### src/rtl/registers_types.sv
// Shared register-file types: register width and the writeback request record.
package registers_types;

  typedef logic [63:0] double_word;

  localparam int unsigned NUM_WB_SRC = 3;

  typedef struct packed {
    logic [4:0] rd;
    double_word data;
  } wb_req_t;

endpackage

### src/rtl/rr_arbiter.sv
// Round-robin arbiter: one-hot grant among requesters, priority starting at an internal pointer.
module rr_arbiter #(
  parameter int unsigned N = 3
) (
  input  logic         clk,
  input  logic         rst,
  input  logic [N-1:0] req,
  output logic [N-1:0] grant
);

  localparam int unsigned PTR_W = (N > 1) ? $clog2(N) : 1;

  logic [PTR_W-1:0] ptr;
  logic [PTR_W-1:0] gidx;
  logic             found;
  int unsigned      idx;

  // Grant is masked during reset so no transfer can complete in a reset cycle.
  always_comb begin
    grant = '0;
    gidx  = '0;
    found = 1'b0;
    idx   = 0;
    if (!rst) begin
      for (int unsigned k = 0; k < N; k++) begin
        idx = (32'(ptr) + k) % N;
        if (!found && req[idx]) begin
          found      = 1'b1;
          grant[idx] = 1'b1;
          gidx       = PTR_W'(idx);
        end
      end
    end
  end

  always_ff @(posedge clk) begin
    if (rst)
      ptr <= '0;
    else if (found)
      ptr <= (gidx == PTR_W'(N - 1)) ? '0 : gidx + 1'b1;
  end

endmodule

### src/rtl/regfile_wb_arbiter.sv
// Arbitrates writeback sources onto the register-file write port and tracks in-flight writes.
module regfile_wb_arbiter
  import registers_types::*;
#(
  parameter int unsigned NUM_SRC = NUM_WB_SRC
) (
  input  logic                            clk,
  input  logic                            rst,
  input  logic [NUM_SRC-1:0]              wb_valid,
  input  logic [NUM_SRC-1:0][4:0]         wb_rd,
  input  logic [NUM_SRC-1:0][63:0]        wb_data,
  output logic [NUM_SRC-1:0]              wb_ready,
  input  logic                            rsv_valid,
  input  logic [4:0]                      rsv_rd,
  output logic                            rsv_ready,
  output logic                            w_enable,
  output logic [4:0]                      write_entry,
  output double_word                      write_value,
  output logic [31:0]                     busy
);

  wb_req_t     sel;
  logic        xfer;
  logic        rsv_fire;
  logic [31:0] busy_next;

  rr_arbiter #(.N(NUM_SRC)) u_rr_arbiter (
    .clk   (clk),
    .rst   (rst),
    .req   (wb_valid),
    .grant (wb_ready)
  );

  always_comb begin
    sel = '0;
    for (int unsigned i = 0; i < NUM_SRC; i++) begin
      if (wb_ready[i]) begin
        sel.rd   = wb_rd[i];
        sel.data = wb_data[i];
      end
    end
  end

  assign xfer = |(wb_valid & wb_ready);

  // A same-cycle writeback to the reserved register frees it, so the reservation may proceed.
  assign rsv_ready = !rst && rsv_valid &&
                     ((rsv_rd == 5'd0) || !busy[rsv_rd] || (xfer && (sel.rd == rsv_rd)));
  assign rsv_fire  = rsv_valid && rsv_ready;

  // Clear before set: a simultaneous reserve of the same register keeps the bit high.
  always_comb begin
    busy_next = busy;
    if (xfer)
      busy_next[sel.rd] = 1'b0;
    if (rsv_fire && (rsv_rd != 5'd0))
      busy_next[rsv_rd] = 1'b1;
    busy_next[0] = 1'b0;
  end

  always_ff @(posedge clk) begin
    if (rst) begin
      busy        <= '0;
      w_enable    <= 1'b0;
      write_entry <= '0;
      write_value <= '0;
    end else begin
      busy     <= busy_next;
      w_enable <= xfer && (sel.rd != 5'd0);
      if (xfer && (sel.rd != 5'd0)) begin
        write_entry <= sel.rd;
        write_value <= sel.data;
      end
    end
  end

endmodule

### config.mk
export PLATFORM = sky130hd
export DESIGN_NAME = regfile_wb_arbiter
export DESIGN_NICKNAME = d
export VERILOG_FILES = /design/src/rtl/registers_types.sv /design/src/rtl/rr_arbiter.sv /design/src/rtl/regfile_wb_arbiter.sv
export SDC_FILE = /design/constraint.sdc
export NUM_CORES = 1
export LEC_CHECK = 0
export CORE_MARGIN = 3
export CORE_UTILIZATION = 40
export DETAILED_ROUTE_END_ITERATION = 12
export PLACE_DENSITY = 0.8
export SETUP_SLACK_MARGIN = 0.3
export SLEW_MARGIN = 20
export SYNTH_ARGS = -nofsm -noshare
export SYNTH_HDL_FRONTEND = slang
export SYNTH_SLANG_ARGS = --single-unit
export TNS_END_PERCENT = 100
### constraint.sdc
create_clock -name clk -period 4.5 [get_ports clk]
set_input_delay 0.9 -clock clk [delete_from_list [all_inputs] [get_ports clk]]
set_output_delay 0.9 -clock clk [all_outputs]
set_load 0.1 [all_outputs]
Word level (Yosys, flattened, before mapping)
Cells that the tools add are included.
{ "word_totals": {"reg_bits": 104, "latch_bits": 0, "ramBits": 0, "mem_bits_ro": 0, "output_inout_bits": 106, "mem_count": 0} }
{ "op_classes": {"add_sub_neg": 3, "mul": 0, "n_div": 3, "magnitude_cmp": 10, "n_eq_ne": 2, "shifts": 0, "muxes": 40, "bitwise": 6, "n_reduce_logical": 23} }
{ "op_table": {"columns": ["operator", "count"], "rows": [
  ["69-bit 2-to-1 mux", 3],
  ["32-bit by 1-bit >= comparator with 1-bit output, second input constant", 3],
  ["32-bit by 3-bit less-than comparator with 1-bit output, second input constant", 3],
  ["32-bit by 2-bit modulo with 32-bit output, second input constant", 2],
  ["32-bit 2-to-1 mux", 2],
  ["32-bit bitwise AND", 1],
  ["2-bit by 2-bit modulo with 32-bit output, second input constant", 1],
  ["32-bit NOT", 1],
  ["32-bit bitwise OR", 1],
  ["3-bit 2-to-1 mux", 6],
  ["1-bit 2-to-1 mux", 15],
  ["1-bit logical AND", 13],
  ["5-bit by 6-bit less-than comparator with 1-bit output, second input constant", 2],
  ["1-bit demux with 5-bit select", 2],
  ["5-bit by 1-bit >= comparator with 1-bit output, second input constant", 2],
  ["2-bit 2-to-1 mux", 5],
  ["5-bit nonzero test", 2],
  ["1-bit binary-select mux with 2-bit select", 3],
  ["1-bit demux with 2-bit select", 3],
  ["3-bit bitwise OR", 2],
  ["1-bit binary-select mux with 5-bit select", 1],
  ["5-bit == test", 1],
  ["5-bit logical NOT", 1],
  ["1-bit logical NOT", 4],
  ["other kinds (7)", 8]
]} }

Logic depth before layout (Yosys ltp)
{ "depth": {"word_depth": 25, "depth_mapped": 14, "mapped_depth_nobuf": 12} }

Cells and area by module
A second synthesis with hierarchy kept.
{ "unflattened": {"hier_cells": 730, "hier_area_um2": 6227.2} }
{ "by_module_without_submodules": {"columns": ["module", "n_inst", "cells_each", "area_each_um2", "seq_area_each_um2"], "rows": [
  ["regfile_wb_arbiter", 1, 669, 5784.3, 2021.9],
  ["rr_arbiter", 1, 61, 442.9, 40.0]
]} }

Least setup slack after synthesis
Ideal clock, no wire load.
{ "synth_timing": {"path_kind": "input -> output", "startpoint": "input wb_valid[0]", "endpoint": "output rsv_ready", "arrival_time_ns": 5.136, "t_required_ns": 3.600, "setup_slack_ns": -1.536, "stages": 11, "n_path_buf": 2, "path_cell_list": "buf_6 -> mux2_2 -> or4_4 -> a21boi_2 -> o31a_1 -> a221o_2 -> o2111ai_1 -> nor4_2 -> a31oi_2 -> buf_2 -> nor2_1"} }
{ "synth_between": {"elab_chain_cells": 19} }
{ "synth_lines": {"columns": ["element", "line", "rtl"], "rows": [
  ["start, declared", "regfile_wb_arbiter.sv:9", "input logic [NUM_SRC-1:0] wb_valid,"],
  ["1-bit binary-select mux with 2-bit select", "rr_arbiter.sv:27", "if (!found && req[idx]) begin"],
  ["1-bit 2-to-1 mux (implied by the code)", "rr_arbiter.sv:27", null],
  ["1-bit 2-to-1 mux", "rr_arbiter.sv:27", null],
  ["1-bit 2-to-1 mux", "rr_arbiter.sv:24", "if (!rst) begin"],
  ["1-bit logical NOT", "rr_arbiter.sv:27", null],
  ["1-bit logical AND", "rr_arbiter.sv:27", null],
  ["1-bit 2-to-1 mux", "rr_arbiter.sv:27", null],
  ["1-bit 2-to-1 mux", "rr_arbiter.sv:24", null],
  ["[... 2 more ...]", null, null],
  ["3-bit 2-to-1 mux (*)", "rr_arbiter.sv:27", null],
  ["3-bit 2-to-1 mux (*)", "rr_arbiter.sv:24", null],
  ["via wb_ready[0]", "regfile_wb_arbiter.sv:12", "output logic [NUM_SRC-1:0] wb_ready,"],
  ["69-bit 2-to-1 mux (3 in a row)", "regfile_wb_arbiter.sv:37", "if (wb_ready[i]) begin"],
  ["5-bit == test", "regfile_wb_arbiter.sv:48", "((rsv_rd == 5'd0) || !busy[rsv_rd] || (xfer && (sel.rd == rsv_rd)));"],
  ["1-bit logical AND (*)", "regfile_wb_arbiter.sv:48", null],
  ["1-bit logical OR (*)", "regfile_wb_arbiter.sv:48", null],
  ["1-bit logical AND (*)", "regfile_wb_arbiter.sv:47", "assign rsv_ready = !rst && rsv_valid &&"],
  ["end, declared", "regfile_wb_arbiter.sv:15", "output logic rsv_ready,"]
]} }
Mark *: on every way through the listed nets, which the timed path passes. The rest lies on a longest branch. The select of a mux whose other input is x is not followed.

Worst setup path after layout
{ "layout_timing": {"startpoint": "register u_rr_arbiter.ptr[0]", "endpoint": "output rsv_ready"} }
{ "layout_between": {"elab_chain_cells": 20} }
{ "layout_lines": {"columns": ["element", "line", "rtl"], "rows": [
  ["start, declared", "rr_arbiter.sv:13", "logic [PTR_W-1:0] ptr;"],
  ["start signal, assigned", "rr_arbiter.sv:40", "ptr <= (gidx == PTR_W'(N - 1)) ? '0 : gidx + 1'b1;"],
  ["branches (longest 11 deep; another with 32-bit by 2-bit modulo with 32-bit output)", null, null],
  ["3-bit 2-to-1 mux (*)", "rr_arbiter.sv:27", null],
  ["3-bit 2-to-1 mux (*)", "rr_arbiter.sv:24", null],
  ["69-bit 2-to-1 mux (3 in a row)", "regfile_wb_arbiter.sv:37", null],
  ["5-bit == test", "regfile_wb_arbiter.sv:48", null],
  ["1-bit logical AND (*)", "regfile_wb_arbiter.sv:48", null],
  ["1-bit logical OR (*)", "regfile_wb_arbiter.sv:48", null],
  ["1-bit logical AND (*)", "regfile_wb_arbiter.sv:47", null]
]} }
Every way passes the cells marked *. The select of a mux whose other input is x is not followed.

==> results.md <==
- Worst Setup End Kind: output port
- Via count: just over 7,000
- Drt initial violations: around 610
- Vertical die dimension: 128 µm
- Initial antenna violation count: 1
- Worst Setup Slack, final: 0.326 ns
- Number of warnings printed during yosys synthesis: 0
- Share of synthesized registers carrying an async set or reset: 0%
- Post-synthesis instance area: 5910 µm²
- Crit Path Max Fanout: 7
- CTS Root Buffer Type: clkbuf_16
- EDFF count, synth: 0
- Max rail drop VDD: 0.000267 V
- Setup violation total in the final timing report: 0
- Total Neg Setup Slack: 0 ns
- Post-placement setup slack: -0.0939 ns
- Worst reg2reg path depth: 14
- Final worst path period need: 4.17 ns
- Hold Crit Endpoint: write_value[46]
- Global route overflow: 0
- Clock Latency Late Sink: 0.36 ns
- Transition at the pin with the smallest max-transition slack: 1.11 ns
- Remaining design rule violation count: 0
- Clock sink count: a little over 100
- Hold_sp: write_value[46]
- Post-synthesis average cell area: 8.67 µm²
- Last weighted congestion value of the routability-driven placer: ~0.87
- Arrival @ worst endpoint: 3.27 ns
- Detailed Routing Iterations Pass 1: 5
- Antenna-violating nets left: 0
- Port bufs: ~320
- Result of the run: completed
- Worst Setup Path Type: reg2out
- Sequential cell area fraction in the yosys report: between 30% and 40%
- Via count normalized by instance count: 6.03
- Syn nets: 903
- Die footprint: 16,300 µm²
- Estimated wirelength of the detail-placed design: 18.5 mm
- Synthesis-to-finish area growth: 67.5%
- Post-synth top flop: dfxtp_1
- Tightest Hold Check Type: reg2reg
- Number of maximum-capacitance violations: 0
- Total I/O pin count: 324
- Filler Cell Count: 1,183
- Worst Setup Start Kind: register
- Total power per unit cell area: 453 nW/µm²
- Placeable core region: between 10,000 and 15,000 µm²
- Initial core utilization: 41.7%
- Clock slew at reported path FFs: roughly 0.07 ns
- Total wire length: 24.8 mm
- Hold-critical path depth: 2
- Count of standard-cell rows: 43
- Reg-to-reg slack, setup: between 0.9 and 1 ns
- Buffers from clock root to sink, at most: 2
- Routed WL per cell: 21.2 µm
- Global-route wire length before repair: approximately 37 mm
- CTS HTree Levels: 3
- Count of inserted antenna diode cells: 0
- Maximum number of pins on one net before global-route repair: 85
- CTS tree: built
- Number of instances in the synthesized netlist: ~680
- Static leakage power: 0.00341 µW
- Final Hold Viols: 0
- Req. time, crit path: 3.60 ns
- Count of final max-slew check failures: 0
- Achievable clock frequency: 240 MHz
- Total clock buffers created by CTS: 9
- # hold bufs at CTS: 0
- Reg-to-reg critical path endpoint: write_value[1]
- RR Startpoint: u_rr_arbiter.ptr[0]
- Setup Skew: 0.00920 ns
- Vias in the first global route: 6,691
- Unrepaired setup endpoints after global routing: true
- Post-route clock period utilization: 92.8%
- Global-route total usage across every layer: 28.7%
- Synth Register Bits: 103
- Worst rel slew slack: 25.8%
- Final Net Count: between 1,000 and 1,500
- Die outline width: 128 µm
- Number of distinct library cells after synthesis: 68
- Share of post-route cells with drive strength above 1: 12.4%
==> per-layer routing <==
metal,GRT usage (%),part of all wire (%),up-vias
met4,12.6,4.5,2
met3,8.07,8.5,80
li1,-,-,3314
met5,0,0.040,-
met2,48.3,49,387
met1,34.1,38,3290
==> final cells by class <==
| class | count | area (µm²) | share of cell area [%] |
|---|---|---|---|
| clock inverter | 6 | 61.3 | 0.619 |
| inverter | 15 | 57.6 | 0.582 |
| multi-input combinational | 487 | 3580 | 36.1 |
| tap | 180 | 225 | 2.28 |
| timing repair buffer | 371 | 3680 | 37.2 |
| sequential | 103 | 2060 | 20.8 |
| clock buffer | 10 | 229 | 2.31 |
==> timing repair <==
action / in CTS / in global routing
endpoints found under the setup margin: 1 / 1
setup buffers: 4 / 5
gates resized for setup: 25 / 16
pin swaps: 9 / 12
==> power by group <==
| group | total, µW | internal [µW] | switching, µW |
|---|---|---|---|
| clock | 782 | 430 | 353 |
| sequential | 1100 | 1040 | 69.3 |
| combinational | 2600 | 876 | 1720 |
| total | 4480 | 2340 | 2140 |
==> cells in the mapped netlist (4+ instances only) <==
| cell | count | share of area (%) |
|---|---|---|
| mux4_2 | 7 | 2.7 |
| o211ai_1 | 68 | 8.6 |
| o311ai_0 | 29 | 4.3 |
| or3_1 | 4 | 0.42 |
| dfxtp_1 | 103 | 35 |
| nor2b_1 | 5 | 0.53 |
| nand3_1 | 6 | 0.51 |
| o31ai_1 | 32 | 4.1 |
| o21ai_1 | 22 | 1.9 |
| ha_1 | 4 | 0.85 |
| o311ai_1 | 4 | 0.59 |
| a221o_1 | 64 | 11 |
| clkbuf_1 | 51 | 3.2 |
| buf_6 | 4 | 0.76 |
| o21ai_2 | 10 | 1.5 |
| o21ai_0 | 42 | 3.6 |
| buf_2 | 14 | 1.2 |
| nand2b_1 | 10 | 1.1 |
| a21oi_1 | 17 | 1.4 |
| nand2_1 | 83 | 5.3 |
| nand3b_1 | 4 | 0.51 |
| nor2_1 | 14 | 0.89 |
| inv_1 | 14 | 0.89 |
| buf_1 | 6 | 0.38 |
==> worst max path at each step <==
stage | startpoint | to | slack [ns] | cells past startpoint
after floorplan | wb_valid[0] | rsv_ready | -0.03 | 11
after global placement | wb_valid[1] | rsv_ready | -0.05 | 12
after CTS | wb_valid[0] | rsv_ready | 0.29 | 11
final | u_rr_arbiter.ptr[0] | rsv_ready | 0.33 | 14
after global routing | u_rr_arbiter.ptr[0] | rsv_ready | 0.18 | 14
after detailed placement | wb_valid[1] | rsv_ready | -0.09 | 12
==> state kept, by name, summed over array words and instances (netlist names) <==
signal / cells
w_enable: 1
busy: 31
write_entry: 5
write_value: 64
u_rr_arbiter.ptr: 2
==> cells by family (layout without fill, tap and decap cells) <==
kind of cell	Yosys count	in the layout	synth area share (%)
compound gates	322	322	41.9
simple gates	148	148	12.1
flops	103	103	34.9
buf+inv	91	402	6.65
mux	10	10	3.20
fa+ha+maj	4	4	0.847
xor+xnor	2	2	0.297
other cells	1	1	0.0635
==> stage by stage <==
stage / instance area (µm²) / hold WS [ns] / power [µW] / utilization, % / instances
4_1_cts: 9820 / 0.450 / 4440 / 69.4 / 1167
3_3_place_gp: 9450 / 0.435 / 3610 / 66.8 / 1147
3_5_place_dp: 9450 / 0.439 / 3620 / 66.8 / 1147
2_1_floorplan: 5940 / 0.565 / 2830 / - / 681
5_1_grt: 9900 / 0.466 / 4680 / 69.9 / 1172
6_report: 9900 / 0.447 / 4480 / 69.9 / 1172
==> critical path: stages (launching register included) <==
cell	delay, ns
dfxtp_2	0.34
inv_2	0.05
ha_4	0.30
buf_6	0.12
nor2_2	0.04
or4_4	0.52
a21oi_4	0.19
buf_6	0.13
o211ai_1	0.15
nand3b_1	0.12
mux2i_1	0.10
nor4_2	0.31
a31oi_2	0.17
nor2_4	0.18
buf_12	0.19
==> placed cells by master, fill, tap and decap left out, types with 9 or more instances in the layout <==
master / count
clkdlybuf4s50_1: 315
dfxtp_1: 102
nand2_1: 82
o211ai_1: 68
a221o_1: 64
o21ai_0: 42
buf_4: 42
o31ai_1: 32
o311ai_0: 29
o21ai_1: 21
a21oi_1: 16
inv_1: 12
nand2b_1: 10
nor2_1: 10
o21ai_2: 10
clkbuf_16: 9
Power figures use the tool's default switching activity.
